==> config.mk <==
export PLATFORM = sky130hd
export DESIGN_NAME = tx_framer
export DESIGN_NICKNAME = d
export VERILOG_FILES = /design/src/rtl/tx_framer.sv
export SDC_FILE = /design/constraint.sdc
export NUM_CORES = 1
export LEC_CHECK = 0
export ABC_AREA = 1
export ABC_CLOCK_PERIOD_IN_PS = 2000
export CORE_AREA = 2 2 84 86
export DETAILED_ROUTE_END_ITERATION = 12
export DIE_AREA = 0 0 86 88
export GPL_ROUTABILITY_DRIVEN = 0
export PLACE_DENSITY = 0.78
export SLEW_MARGIN = 30
export SYNTH_ARGS = -nofsm -noshare
export SYNTH_HDL_FRONTEND = slang
export SYNTH_SLANG_ARGS = --single-unit
export TNS_END_PERCENT = 5
==> constraint.sdc <==
create_clock -name netclk -period 2 [get_ports netclk]
set_input_delay 0.3 -clock netclk [delete_from_list [all_inputs] [get_ports netclk]]
set_output_delay 0.3 -clock netclk [all_outputs]
set_load 0.005 [all_outputs]
==> src/rtl/tx_framer.sv <==
// tx_framer: HDLC-style Econet transmit framer, one line bit per netclk.
// Flags, bit-stuffed LSB-first payload, CRC-16/X-25 FCS, closing flag, aborts.
//
// Ports:
//   netclk      network bit clock, rising edge
//   reset       synchronous active-low reset
//   start       request a new frame (IDLE only)
//   data_in     payload byte
//   data_valid  data_in valid
//   data_last   data_in is the final payload byte
//   data_ready  holding register empty
//   abort_req   abandon the current frame
//   txdata      registered serial line data
//   tx_en       registered line driver enable
//   busy        high in every state except IDLE
//   frame_done  pulse after the last closing-flag bit
//   underrun    pulse when an abort is caused by an empty holding register
module tx_framer #(
  parameter int unsigned OPEN_FLAGS = 1,
  parameter int unsigned ABORT_ONES = 8
) (
  input  logic       netclk,
  input  logic       reset,
  input  logic       start,
  input  logic [7:0] data_in,
  input  logic       data_valid,
  input  logic       data_last,
  output logic       data_ready,
  input  logic       abort_req,
  output logic       txdata,
  output logic       tx_en,
  output logic       busy,
  output logic       frame_done,
  output logic       underrun
);

  typedef enum logic [2:0] {
    S_IDLE,
    S_OPEN,
    S_DATA,
    S_FCS,
    S_CLOSE,
    S_ABORT
  } state_t;

  localparam logic [7:0]  FLAG      = 8'h7E;
  localparam logic [15:0] POLY      = 16'h8408;
  localparam logic [4:0]  ABORT_N   = 5'(ABORT_ONES);
  localparam logic [3:0]  FLAG_LAST = 4'(OPEN_FLAGS - 1);

  state_t      state_q, state_d;
  logic [7:0]  hold_q, hold_d;
  logic        hold_full_q, hold_full_d;
  logic        hold_last_q, hold_last_d;
  logic [15:0] sh_q, sh_d;
  logic [4:0]  bcnt_q, bcnt_d;
  logic [3:0]  fcnt_q, fcnt_d;
  logic [2:0]  ones_q, ones_d;
  logic        last_q, last_d;
  logic [15:0] crc_q, crc_d;
  logic        txdata_q, txdata_d;
  logic        tx_en_q, tx_en_d;
  logic        done_q, done_d;
  logic        urun_q, urun_d;

  logic        accept;
  logic        byte_avail;
  logic [7:0]  byte_nxt;
  logic        last_nxt;
  logic [15:0] fcs_w;

  function automatic logic [15:0] crc_step(
    input logic [15:0] c,
    input logic        b
  );
    logic [15:0] s;
    s = {1'b0, c[15:1]};
    if (c[0] ^ b) s = s ^ POLY;
    return s;
  endfunction

  // A byte offered on the same edge the shifter empties is
  // forwarded straight from data_in.
  assign accept     = data_valid && !hold_full_q;
  assign byte_avail = hold_full_q || data_valid;
  assign byte_nxt   = hold_full_q ? hold_q : data_in;
  assign last_nxt   = hold_full_q ? hold_last_q : data_last;
  assign fcs_w      = ~crc_q;

  always_comb begin
    state_d     = state_q;
    hold_d      = hold_q;
    hold_full_d = hold_full_q;
    hold_last_d = hold_last_q;
    sh_d        = sh_q;
    bcnt_d      = bcnt_q;
    fcnt_d      = fcnt_q;
    ones_d      = ones_q;
    last_d      = last_q;
    crc_d       = crc_q;
    txdata_d    = 1'b1;
    tx_en_d     = 1'b1;
    done_d      = 1'b0;
    urun_d      = 1'b0;

    if (accept) begin
      hold_d      = data_in;
      hold_full_d = 1'b1;
      hold_last_d = data_last;
    end

    unique case (state_q)
      S_IDLE: begin
        tx_en_d = 1'b0;
        if (start) begin
          state_d  = S_OPEN;
          txdata_d = FLAG[0];
          tx_en_d  = 1'b1;
          bcnt_d   = 5'd1;
          fcnt_d   = 4'd0;
          ones_d   = 3'd0;
          crc_d    = 16'hFFFF;
        end
      end

      S_OPEN: begin
        ones_d = 3'd0;
        if (abort_req) begin
          state_d     = S_ABORT;
          bcnt_d      = 5'd1;
          hold_full_d = 1'b0;
        end else if (bcnt_q < 5'd8) begin
          txdata_d = FLAG[bcnt_q[2:0]];
          bcnt_d   = bcnt_q + 5'd1;
        end else if (fcnt_q != FLAG_LAST) begin
          fcnt_d   = fcnt_q + 4'd1;
          txdata_d = FLAG[0];
          bcnt_d   = 5'd1;
        end else if (byte_avail) begin
          state_d     = S_DATA;
          txdata_d    = byte_nxt[0];
          sh_d        = {9'd0, byte_nxt[7:1]};
          bcnt_d      = 5'd1;
          last_d      = last_nxt;
          hold_full_d = 1'b0;
          crc_d       = crc_step(crc_q, byte_nxt[0]);
          ones_d      = byte_nxt[0] ? 3'd1 : 3'd0;
        end else begin
          state_d     = S_ABORT;
          bcnt_d      = 5'd1;
          hold_full_d = 1'b0;
          urun_d      = 1'b1;
        end
      end

      S_DATA: begin
        if (abort_req) begin
          state_d     = S_ABORT;
          bcnt_d      = 5'd1;
          ones_d      = 3'd0;
          hold_full_d = 1'b0;
        end else if (ones_q == 3'd5) begin
          // stuffed zero: shifter stalls for this bit
          txdata_d = 1'b0;
          ones_d   = 3'd0;
        end else if (bcnt_q < 5'd8) begin
          txdata_d = sh_q[0];
          sh_d     = {1'b0, sh_q[15:1]};
          bcnt_d   = bcnt_q + 5'd1;
          crc_d    = crc_step(crc_q, sh_q[0]);
          ones_d   = sh_q[0] ? ones_q + 3'd1 : 3'd0;
        end else if (last_q) begin
          state_d  = S_FCS;
          txdata_d = fcs_w[0];
          sh_d     = {1'b0, fcs_w[15:1]};
          bcnt_d   = 5'd1;
          ones_d   = fcs_w[0] ? ones_q + 3'd1 : 3'd0;
        end else if (byte_avail) begin
          txdata_d    = byte_nxt[0];
          sh_d        = {9'd0, byte_nxt[7:1]};
          bcnt_d      = 5'd1;
          last_d      = last_nxt;
          hold_full_d = 1'b0;
          crc_d       = crc_step(crc_q, byte_nxt[0]);
          ones_d      = byte_nxt[0] ? ones_q + 3'd1 : 3'd0;
        end else begin
          state_d     = S_ABORT;
          bcnt_d      = 5'd1;
          ones_d      = 3'd0;
          hold_full_d = 1'b0;
          urun_d      = 1'b1;
        end
      end

      S_FCS: begin
        if (abort_req) begin
          state_d     = S_ABORT;
          bcnt_d      = 5'd1;
          ones_d      = 3'd0;
          hold_full_d = 1'b0;
        end else if (ones_q == 3'd5) begin
          txdata_d = 1'b0;
          ones_d   = 3'd0;
        end else if (bcnt_q < 5'd16) begin
          txdata_d = sh_q[0];
          sh_d     = {1'b0, sh_q[15:1]};
          bcnt_d   = bcnt_q + 5'd1;
          ones_d   = sh_q[0] ? ones_q + 3'd1 : 3'd0;
        end else begin
          state_d  = S_CLOSE;
          txdata_d = FLAG[0];
          bcnt_d   = 5'd1;
          ones_d   = 3'd0;
        end
      end

      S_CLOSE: begin
        if (abort_req) begin
          state_d     = S_ABORT;
          bcnt_d      = 5'd1;
          hold_full_d = 1'b0;
        end else if (bcnt_q < 5'd8) begin
          txdata_d = FLAG[bcnt_q[2:0]];
          bcnt_d   = bcnt_q + 5'd1;
        end else begin
          state_d = S_IDLE;
          tx_en_d = 1'b0;
          done_d  = 1'b1;
        end
      end

      S_ABORT: begin
        ones_d = 3'd0;
        if (bcnt_q < ABORT_N) begin
          bcnt_d = bcnt_q + 5'd1;
        end else begin
          state_d = S_IDLE;
          tx_en_d = 1'b0;
        end
      end

      default: begin
        state_d = S_IDLE;
        tx_en_d = 1'b0;
      end
    endcase
  end

  always_ff @(posedge netclk) begin
    if (!reset) begin
      state_q     <= S_IDLE;
      hold_q      <= 8'd0;
      hold_full_q <= 1'b0;
      hold_last_q <= 1'b0;
      sh_q        <= 16'd0;
      bcnt_q      <= 5'd0;
      fcnt_q      <= 4'd0;
      ones_q      <= 3'd0;
      last_q      <= 1'b0;
      crc_q       <= 16'hFFFF;
      txdata_q    <= 1'b1;
      tx_en_q     <= 1'b0;
      done_q      <= 1'b0;
      urun_q      <= 1'b0;
    end else begin
      state_q     <= state_d;
      hold_q      <= hold_d;
      hold_full_q <= hold_full_d;
      hold_last_q <= hold_last_d;
      sh_q        <= sh_d;
      bcnt_q      <= bcnt_d;
      fcnt_q      <= fcnt_d;
      ones_q      <= ones_d;
      last_q      <= last_d;
      crc_q       <= crc_d;
      txdata_q    <= txdata_d;
      tx_en_q     <= tx_en_d;
      done_q      <= done_d;
      urun_q      <= urun_d;
    end
  end

  assign txdata     = txdata_q;
  assign tx_en      = tx_en_q;
  assign busy       = (state_q != S_IDLE);
  assign data_ready = !hold_full_q;
  assign frame_done = done_q;
  assign underrun   = urun_q;

endmodule

==> metrics.yaml, run 1 <==
drt:
  drt-total-wl_mm: 11.0
  vias: 4390
  drtIter0Drc: 313
  vias_per_cell: 5.95
  firstDrtPassIters: 5
  wl_per_cell_um: 14.9
  drc: 0
  drtAntennaViolNets: 0
sta:
  worst_pin_slew_ns: 0.593
  max_freq_mhz: 525
  setup_viol: 0
  fin_skew_ns: 0.0108
  hold_violations: 0
  period_needed_ns: 1.91
  final_max_slew_viol_count: 0
  rsz0062_at_grt: "false"
  fin_ws_ns: 0.0943
  period_share: 0.953
  slew_headroom: 0.604
cells_and_area:
  n_antenna_cell: 0
  nFillCells: 601
  syn2layout_area_growth_pct: 15.4
  drive_above_1_share: 0.131
  utilization: 0.679
  final_nets: 675
worst_setup_path:
  worst_setup_path_start_kind: "flip-flop"
  r2r_start: "ones_q[1]"
  r2r-end: "sh_q[2]"
  rrSetupSlack_ns: 0.09
  crit_type: "flip-flop to flip-flop"
  critPathLaunch: "ones_q[1]"
  ff2ff_path_depth: 12
  crit_path_end: "sh_q[2]"
  cp_max_fo: 12
  end_kind: "flip-flop"
  cp.arrival_ns: 2.16
  cp.required_ns: 2.25
pwr:
  switching_share: 0.483
  total_power_w: 0.00626
  clkPwrFrac: 0.149
  p_per_area_nw_per_um2: 1390
  p_seq_frac: 0.282
  p_int_w: 0.00324
  switchingPower_w: 0.00302
  p_leak_nw: 2.06
  ir_worst_vdd_v: 0.000935
  power_frac_comb: 0.569
synth:
  synth-edff-count: 0
  yosysWarnings: 0
  synth_top_area_share: 0.323
  synth_area_leaders: "dfxtp_1 32%, nand2_1 20%, nand3_1 8.2%, a21oi_1 5.6%, o21ai_0 5.4%"
  synth_cell_type_count: 35
  yosysMostFrequentCell: "nand2_1"
  ys_seq_area_frac: 0.323
  synth_common_cells: "212 x nand2_1, 64 x nand3_1, 63 x dfxtp_1, 46 x inv_1, 44 x a21oi_1"
  async_flop_share: 0
  syn_avg_cell_area_um2: 6.38
  ys_ff_latch: 63
  yosysTopAreaCell: "dfxtp_1"
  syn_area_um2: 3910
  synth_top_flop_cell: "dfxtp_1"
  syn_nets: 632
  syn_inst: 612
floorplanning:
  die_h_um: 88
  rows: 30
  core-area_um2: 6640
  dieWidth_um: 86
  start_util: 0.588
  num_io_pins: 20
  dieArea_um2: 7570
clock_network:
  path_clk_slew_ns: 0.07
  clkLatencyLatePin_ns: 0.35
  clockBufferDepth: 2
  cts_tree: "built"
  clkSinkCount: 63
  cts_buffers: 9
  post-cts-setup-buffers: 0
  cts_hold_buffers: 0
  htreeDepth: 3
  clock-root-buffer: "clkbuf_8"
global_routing:
  grt_pass1_vias: 4086
  grt_start_max_net_pins: 29
  grt_use_total: 0.308
  grt_pass1_wl_mm: 18.4
  antenna_found_initial: 0
  grt_overflow: 0
placed_design:
  dp_hpwl_mm: 7.92
  io_buffers: 19
  place_ws_ns: -0.158
run:
  drv_cap: 0
worst_hold_path:
  hold_class: "flip-flop to flip-flop"
status:
  outcome: "finished, final reports clean"
## repair_timing
action	in CTS	in global routing
setup endpoints to repair	3	7
gates cloned	0	0
gates resized for setup	4	2
## cell usage in the layout (no fill, tap or decap), types with 3 or more instances in the layout
cell,Yosys,layout
o21ai_2,3,3
nor2_1,28,28
nor3_1,7,7
nand2_2,11,12
dfxtp_1,63,61
clkinv_2,0,4
a21oi_1,44,44
buf_4,2,33
o21ai_0,42,41
inv_1,46,46
nand3_1,64,64
nand4_1,23,23
o21ai_1,2,3
clkdlybuf4s50_1,0,19
nand2_4,3,3
nor2_4,4,5
nand2_1,212,211
a211oi_1,4,4
ha_1,6,6
xor2_1,4,4
clkbuf_8,0,9
clkinv_1,3,3
## state kept, by name, indices dropped and copies added (netlist names), named ones only
signal       flops
hold_q           8
ones_q           3
tx_en            1
last_q           1
sh_q            16
frame_done       1
bcnt_q           5
txdata           1
crc_q           16
hold_full_q      1
fcnt_q           4
hold_last_q      1
state_q          3
underrun         1
## worst min path at each step
stage               startpoint        to  slack, ns  depth (start not counted)
floorplan             sh_q[15]  sh_q[15]       0.42                          2
global route          sh_q[15]  sh_q[15]       0.47                          2
detailed placement    sh_q[15]  sh_q[15]       0.44                          2
CTS                   sh_q[15]  sh_q[15]       0.45                          2
finish                sh_q[15]  sh_q[15]       0.45                          2
global placement      sh_q[15]  sh_q[15]       0.43                          2
## final cells by class
class	count	area, um^2	area share
Clock buffer	9	124	0.0275
Clock inverter	5	27.5	0.00610
Inverter	53	204	0.0452
Multi-Input combinational cell	475	2330	0.517
Sequential cell	63	1260	0.280
Tap cell	80	100	0.0222
Timing Repair Buffer	53	458	0.102
## per-layer routing
metal	up-vias	share of wire	track usage
met1	2030	0.42	0.367
met4	0	0.035	0.169
met5	-	0	0
met2	210	0.47	0.517
met3	42	0.074	0.0669
li1	2108	-	-
## power by group through the flow
stage                     Sequential, W  Clock [W]  Combinational, W
final                           0.00177   0.000930           0.00357
after global routing            0.00179    0.00100           0.00398
after CTS                       0.00176   0.000941           0.00349
after detailed placement        0.00178          0           0.00344
after global placement          0.00177          0           0.00335
after floorplan                 0.00169          0           0.00258
## stage by stage
step,cell area [um^2],TNS (ns),hold WS (ns),instances
floorplan,3910,0,0.417,612
global placement,4340,-0.0500,0.428,724
detailed placement,4340,-0.735,0.436,724
CTS,4510,0,0.448,738
global route,4510,0,0.473,738
finish,4510,0,0.447,738
## critical path, stage by stage, from the launching register on
cell,delay (ns)
dfxtp_1,0.35
inv_1,0.05
ha_1,0.17
nand2_1,0.14
inv_1,0.10
o21ai_1,0.18
nand2_1,0.11
nor2_4,0.20
nand3_4,0.19
nand2_1,0.11
nand3_1,0.08
nand2_1,0.08
inv_1,0.04
## cell families after synthesis
group,count (synthesis),share of synthesized area
buf+inv,74,0.0839
compound gates,103,0.142
xor+xnor,4,0.00896
flops,63,0.323
simple gates,362,0.423
fa+ha+maj,6,0.0192
Note: power is estimated with default switching activity, not from simulation.
==> run 2, diff against run 1 <==
--- a/config.mk
+++ b/config.mk
@@ -6,13 +6,13 @@
 export NUM_CORES = 1
 export LEC_CHECK = 0
 export ABC_AREA = 1
-export ABC_CLOCK_PERIOD_IN_PS = 2000
-export CORE_AREA = 2 2 84 86
+export ABC_CLOCK_PERIOD_IN_PS = 2200
+export CORE_AREA = 3 3 85 87
 export DETAILED_ROUTE_END_ITERATION = 12
-export DIE_AREA = 0 0 86 88
+export DIE_AREA = 0 0 88 90
 export GPL_ROUTABILITY_DRIVEN = 0
 export PLACE_DENSITY = 0.78
-export SLEW_MARGIN = 30
+export SLEW_MARGIN = 20
 export SYNTH_ARGS = -nofsm -noshare
 export SYNTH_HDL_FRONTEND = slang
 export SYNTH_SLANG_ARGS = --single-unit
==> constraint.sdc (replaced) <==
create_clock -name netclk -period 2.2 [get_ports netclk]
set_input_delay 0.33 -clock netclk [delete_from_list [all_inputs] [get_ports netclk]]
set_output_delay 0.33 -clock netclk [all_outputs]
set_load 0.005 [all_outputs]
==> run 2 against run 1 <==
Net effect:
- highest routed layer unchanged
- hold slack lost 0.00055 ns
- die area grew 4.7%
- sequential cell count is the same
==> metrics.yaml, run 2 (synthesis gave the netlist of run 1 again) <==
worst_setup_path:
  worst_setup_path_start_kind: "flip-flop"
  r2r_start: "ones_q[1]"
  cp_max_fo: 7  # -5
  crit_type: "flip-flop to output port"
  cp.required_ns: 1.87  # -0.38 ns
  cp.arrival_ns: 1.81  # -0.35 ns
  ff2ff_path_depth: 14  # +2
  critPathLaunch: "state_q[1]"
  end_kind: "output port"
drt:
  firstDrtPassIters: 5  # unchanged
  vias_per_cell: 5.88  # -1.2%
  drc: 0  # unchanged
  wl_per_cell_um: 14.5  # -2.8%
  vias: 4266  # -2.8%
  drtAntennaViolNets: 0  # unchanged
  drt-total-wl_mm: 10.5  # -4.4%
  drtIter0Drc: 455  # +45%
global_routing:
  grt_use_total: 0.283  # -0.0243
  grt_start_max_net_pins: 29  # unchanged
  grt_overflow: 0  # unchanged
  grt_pass1_wl_mm: 18.3  # -0.71%
  antenna_found_initial: 0  # unchanged
  grt_pass1_vias: 4046  # -0.98%
clock_network:
  cts_hold_buffers: 0  # unchanged
  post-cts-setup-buffers: 0  # unchanged
  path_clk_slew_ns: 0.08  # about the same
  clock-root-buffer: "clkbuf_8"
  clockBufferDepth: 2  # unchanged
  clkSinkCount: 63  # unchanged
  postCtsResizedCells: 0  # -4
  cts_buffers: 9  # unchanged
  cts_tree: "built"
  clkLatencyLatePin_ns: 0.36  # about the same
  htreeDepth: 3  # unchanged
sta:
  setup_viol: 0  # unchanged
  rsz0062_at_grt: "false"
  fin_skew_ns: 0.00640  # -0.00436 ns
  final_max_slew_viol_count: 0  # unchanged
  whs_ns: 0.447  # -0.000549 ns
  slew_headroom: 0.623  # +0.0189
  max_freq_mhz: 467
  finalSetupTns_ns: 0  # unchanged
  period_needed_ns: 2.14
  hold_violations: 0  # unchanged
  worst_pin_slew_ns: 0.564  # -0.0291 ns
  period_share: 0.973
cells_and_area:
  reg.largest.list: "crc_q: 16 flops, sh_q: 16 flops, hold_q: 8 flops"
  syn2layout_area_growth_pct: 13.7
  drive_above_1_share: 0.117  # -0.0136
  final_nets: 664  # -1.6%
  layout_commonest_cell: "nand2_1"
  utilization: 0.692  # +0.0129
  n_antenna_cell: 0  # unchanged
  final_cell_mix: "211 x nand2_1, 64 x nand3_1, 62 x dfxtp_1"
floorplanning:
  rows: 29  # -3.3%
  start_util: 0.608  # +0.0203
  core-area_um2: 6420  # -3.3%
  die_h_um: 90  # +2.3%
  num_io_pins: 20  # unchanged
  dieArea_um2: 7920  # +4.7%
  dieWidth_um: 88  # +2.3%
run:
  drv_cap: 0  # unchanged
pwr:
  p_per_area_nw_per_um2: 1260  # -9.3%
  p_leak_nw: 2.01  # -2.4%
  ir_worst_vdd_v: 0.000747  # -20%
placed_design:
  dp_hpwl_mm: 7.70  # -2.8%
  io_buffers: 19  # unchanged
worst_hold_path:
  holdPathStages: 2  # unchanged
  hold_class: "flip-flop to flip-flop"
  hold_start: "sh_q[15]"
status:
  outcome: "finished, final reports clean"
==> run 2: cell count changes in the layout (fill, tap and decap cells not counted), sizes merged <==
cell      change
buf          -11
clkinvlp      +1
inv           +1
==> run 2: worst max-delay path, cell delays in order (launching register included) <==
cell	delay, ns
dfxtp_1	0.57
nor2_4	0.10
nand2_1	0.22
clkdlybuf4s50_1	0.55
==> run 2: report_power, final <==
part	switching [W]	internal (W)	leakage, nW
registers	0.000216	0.00139	0.516
clock network	0.000503	0.000407	0.0854
logic	0.00201	0.00107	1.41
total	0.00273	0.00286	2.01
==> run 2: final cells by class <==
| cell class | count | area [um^2] |
|---|---|---|
| repair buffers | 42 | 375 |
| clock buffers | 9 | 124 |
| clock inverters | 7 | 47.5 |
| well taps | 77 | 96.3 |
| multi-input cells | 475 | 2330 |
| flip-flops and latches | 63 | 1260 |
| inverters | 53 | 204 |
| fillers | 570 | 1980 |
==> run 2: path summary, 6_finish.rpt <==
check / to / slack (ns)
setup / recovery: busy / 0.06
hold / removal: sh_q[15] / 0.45
setup reg to reg: flip-flop / 0.20
hold reg to reg: sh_q[15] / 0.45
==> run 2: metrics by stage <==
step | instances | setup slack, ns | power [W] | instance area, um^2
2_1_floorplan | 612 | 0.425 | 0.00388 | 3910
3_3_place_gp | 710 | 0.144 | 0.00454 | 4260
3_5_place_dp | 710 | 0.0585 | 0.00460 | 4260
4_1_cts | 726 | 0.0570 | 0.00553 | 4430
5_1_grt | 726 | 0.00450 | 0.00610 | 4440
6_report | 726 | 0.0596 | 0.00559 | 4440
==> run 2: layer usage <==
| layer | global-route usage | up-vias | part of all wire |
|---|---|---|---|
| met5 | 0 | - | 0 |
| met4 | 0.0997 | 0 | 0.022 |
| met3 | 0.0695 | 32 | 0.085 |
| met2 | 0.433 | 195 | 0.46 |
| met1 | 0.385 | 1942 | 0.44 |
| li1 | - | 2097 | - |
==> run 3, diff against run 2 <==
--- a/config.mk
+++ b/config.mk
@@ -8,10 +8,12 @@
 export ABC_AREA = 1
 export ABC_CLOCK_PERIOD_IN_PS = 2200
 export CORE_AREA = 3 3 85 87
+export CTS_CLUSTER_DIAMETER = 120
 export DETAILED_ROUTE_END_ITERATION = 12
 export DIE_AREA = 0 0 88 90
+export DONT_BUFFER_PORTS = 1
 export GPL_ROUTABILITY_DRIVEN = 0
-export PLACE_DENSITY = 0.78
+export PLACE_DENSITY = 0.74
 export SLEW_MARGIN = 20
 export SYNTH_ARGS = -nofsm -noshare
 export SYNTH_HDL_FRONTEND = slang
==> run 3 against run 2 <==
Net effect:
- sequential cell count did not move
- hold slack got worse by 0.37 ns
- via count is 4.5% lower
- fmax rose by 9.6%
- worst setup slack better by 0.19 ns
- sequential power hardly changed
- clock power increased by 29%
- clock skew increased by 0.0022 ns
==> metrics.yaml, run 3 (synthesis gave the netlist of run 1 again) <==
status:
  outcome: "finished, final reports clean"
pwr:
  ir_worst_vdd_v: 0.000786  # +5.2%
  switching_share: 0.464  # -0.0243
  p_leak_nw: 1.93  # -4.1%
  p_seq_frac: 0.279  # -0.008
  switchingPower_w: 0.00266  # -2.7%
  power_frac_comb: 0.516  # -0.035
  clkPwrFrac: 0.205  # +0.042
  total_power_w: 0.00573  # +2.4%
  p_per_area_nw_per_um2: 1350  # +7.3%
  p_int_w: 0.00307  # +7.3%
worst_hold_path:
  holdPathStages: 1  # -1
  hold_class: "input pin to flip-flop"
  hold_start: "reset"
  hold_end: "crc_q[3]"
cells_and_area:
  drive_above_1_share: 0.109  # -0.00795
  final_nets: 638  # -3.9%
  utilization: 0.660  # -0.0314
  final_cell_mix: "211 x nand2_1, 64 x nand3_1, 63 x dfxtp_1"
  syn2layout_area_growth_pct: 8.55
  n_antenna_cell: 0  # unchanged
  layout_commonest_cell: "nand2_1"
  reg.largest.list: "crc_q: 16 flops, sh_q: 16 flops, hold_q: 8 flops"
clock_network:
  clock-root-buffer: "clkbuf_8"
  path_clk_slew_ns: 0.07  # about the same
  cts_hold_buffers: 0  # unchanged
  clkSinkCount: 63  # unchanged
  htreeDepth: 3  # unchanged
  cts_buffers: 9  # unchanged
  clockBufferDepth: 2  # unchanged
  clkLatencyLatePin_ns: 0.35  # about the same
  cts_tree: "built"
global_routing:
  antenna_found_initial: 0  # unchanged
  grt_overflow: 0  # unchanged
  grt_use_total: 0.271  # -0.0121
  grt_pass1_wl_mm: 17.4  # -5.2%
  grt_start_max_net_pins: 30  # +3.4%
  grt_pass1_vias: 3582  # -11%
drt:
  drt-total-wl_mm: 10.2  # -3.3%
  drtIter0Drc: 415  # -8.8%
  drc: 0  # unchanged
  wl_per_cell_um: 14.5  # +0.27%
  firstDrtPassIters: 5  # unchanged
  vias: 4074  # -4.5%
  vias_per_cell: 5.82  # -0.95%
  drtAntennaViolNets: 0  # unchanged
floorplanning:
  die_h_um: 90  # unchanged
  core-area_um2: 6420  # unchanged
  rows: 29  # unchanged
  dieArea_um2: 7920  # unchanged
  start_util: 0.608  # unchanged
  dieWidth_um: 88  # unchanged
  num_io_pins: 20  # unchanged
worst_setup_path:
  cp_max_fo: 13  # +6
  r2r_start: "hold_full_q"
  crit_type: "flip-flop to flip-flop"
  worst_setup_path_start_kind: "flip-flop"
  end_kind: "flip-flop"
  ff2ff_path_depth: 10  # -4
  rrSetupSlack_ns: 0.25  # +0.05 ns
  cp.required_ns: 2.48  # +0.61 ns
  cp.arrival_ns: 2.23  # +0.42 ns
  r2r-end: "ones_q[2]"
sta:
  period_needed_ns: 1.95  # -0.188 ns
  fin_skew_ns: 0.00861  # +0.00222 ns
  slew_headroom: 0.591  # -0.0327
  max_freq_mhz: 512  # +9.6%
  finalSetupTns_ns: 0  # unchanged
  worst_pin_slew_ns: 0.608  # +0.0434 ns
  hold_violations: 0  # unchanged
  period_share: 0.888  # -0.0853
  setup_viol: 0  # unchanged
  final_max_slew_viol_count: 0  # unchanged
  whs_ns: 0.0784  # -0.368 ns
  rsz0062_at_grt: "false"
run:
  drv_cap: 0  # unchanged
placed_design:
  io_buffers: 0  # -19
  dp_hpwl_mm: 7.32  # -4.8%
==> run 3: cell count changes in the layout (fill, tap and decap cells not counted), moves of 2 or more <==
cell	change
buf_4	-6
clkdlybuf4s50_1	-19
bufinv_16	+2
clkinv_2	-2
clkbuf_8	+2
==> run 3: power groups by stage <==
stage,clock network [W],logic [W],registers [W]
after global placement,0,0.00281,0.00162
after floorplan,0,0.00235,0.00153
after global routing,0.00124,0.00334,0.00163
final,0.00117,0.00296,0.00160
after CTS,0.00119,0.00287,0.00159
after detailed placement,0,0.00285,0.00161
==> run 3: worst max-delay path, stage by stage (launching register included) <==
cell     delay (ns)
dfxtp_1        0.58
inv_1          0.17
o21ai_0        0.42
nand2_1        0.13
nand2_1        0.09
nand2_1        0.05
nand2_1        0.07
nand2_1        0.06
nand2_1        0.09
nand3_1        0.10
a21oi_1        0.13
==> run 3: metrics by stage <==
| stage | instances | area [um^2] | worst slack [ns] |
|---|---|---|---|
| 2_1_floorplan | 612 | 3910 | 0.425 |
| 3_3_place_gp | 682 | 3990 | 0.215 |
| 3_5_place_dp | 682 | 3990 | 0.0881 |
| 4_1_cts | 698 | 4220 | 0.0807 |
| 5_1_grt | 700 | 4240 | 0.0562 |
| 6_report | 700 | 4240 | 0.247 |
==> run 3: worst max path at each step <==
stage                startpoint         to  slack, ns  cells past startpoint
floorplan             ones_q[1]    sh_q[5]       0.42                     13
global placement      ones_q[1]    sh_q[3]       0.22                     12
detailed placement    ones_q[1]    sh_q[3]       0.09                     12
CTS                   ones_q[1]    sh_q[3]       0.08                     12
global route          ones_q[1]    sh_q[0]       0.06                     11
finish              hold_full_q  ones_q[2]       0.25                     10
==> run 3: final cells by class <==
class	instances	area (um^2)
well taps	77	96.3
flip-flops and latches	63	1260
repair buffers	16	120
fillers	599	2180
multi-input cells	475	2330
clock buffers	11	151
clock inverters	5	80.1
inverters	53	204
==> run 3: timing repair <==
action                                  in CTS  in global routing
endpoints found under the setup margin       0                 16
resized for setup                            0                  3
buffers inserted                             0                  2
==> run 3: layer usage <==
layer | global-route usage | up-vias | share of wire
met3 | 0.0722 | 25 | 0.076
met1 | 0.415 | 1839 | 0.48
met2 | 0.367 | 170 | 0.42
li1 | - | 2040 | -
met5 | 0 | - | 0
met4 | 0.0780 | 0 | 0.020
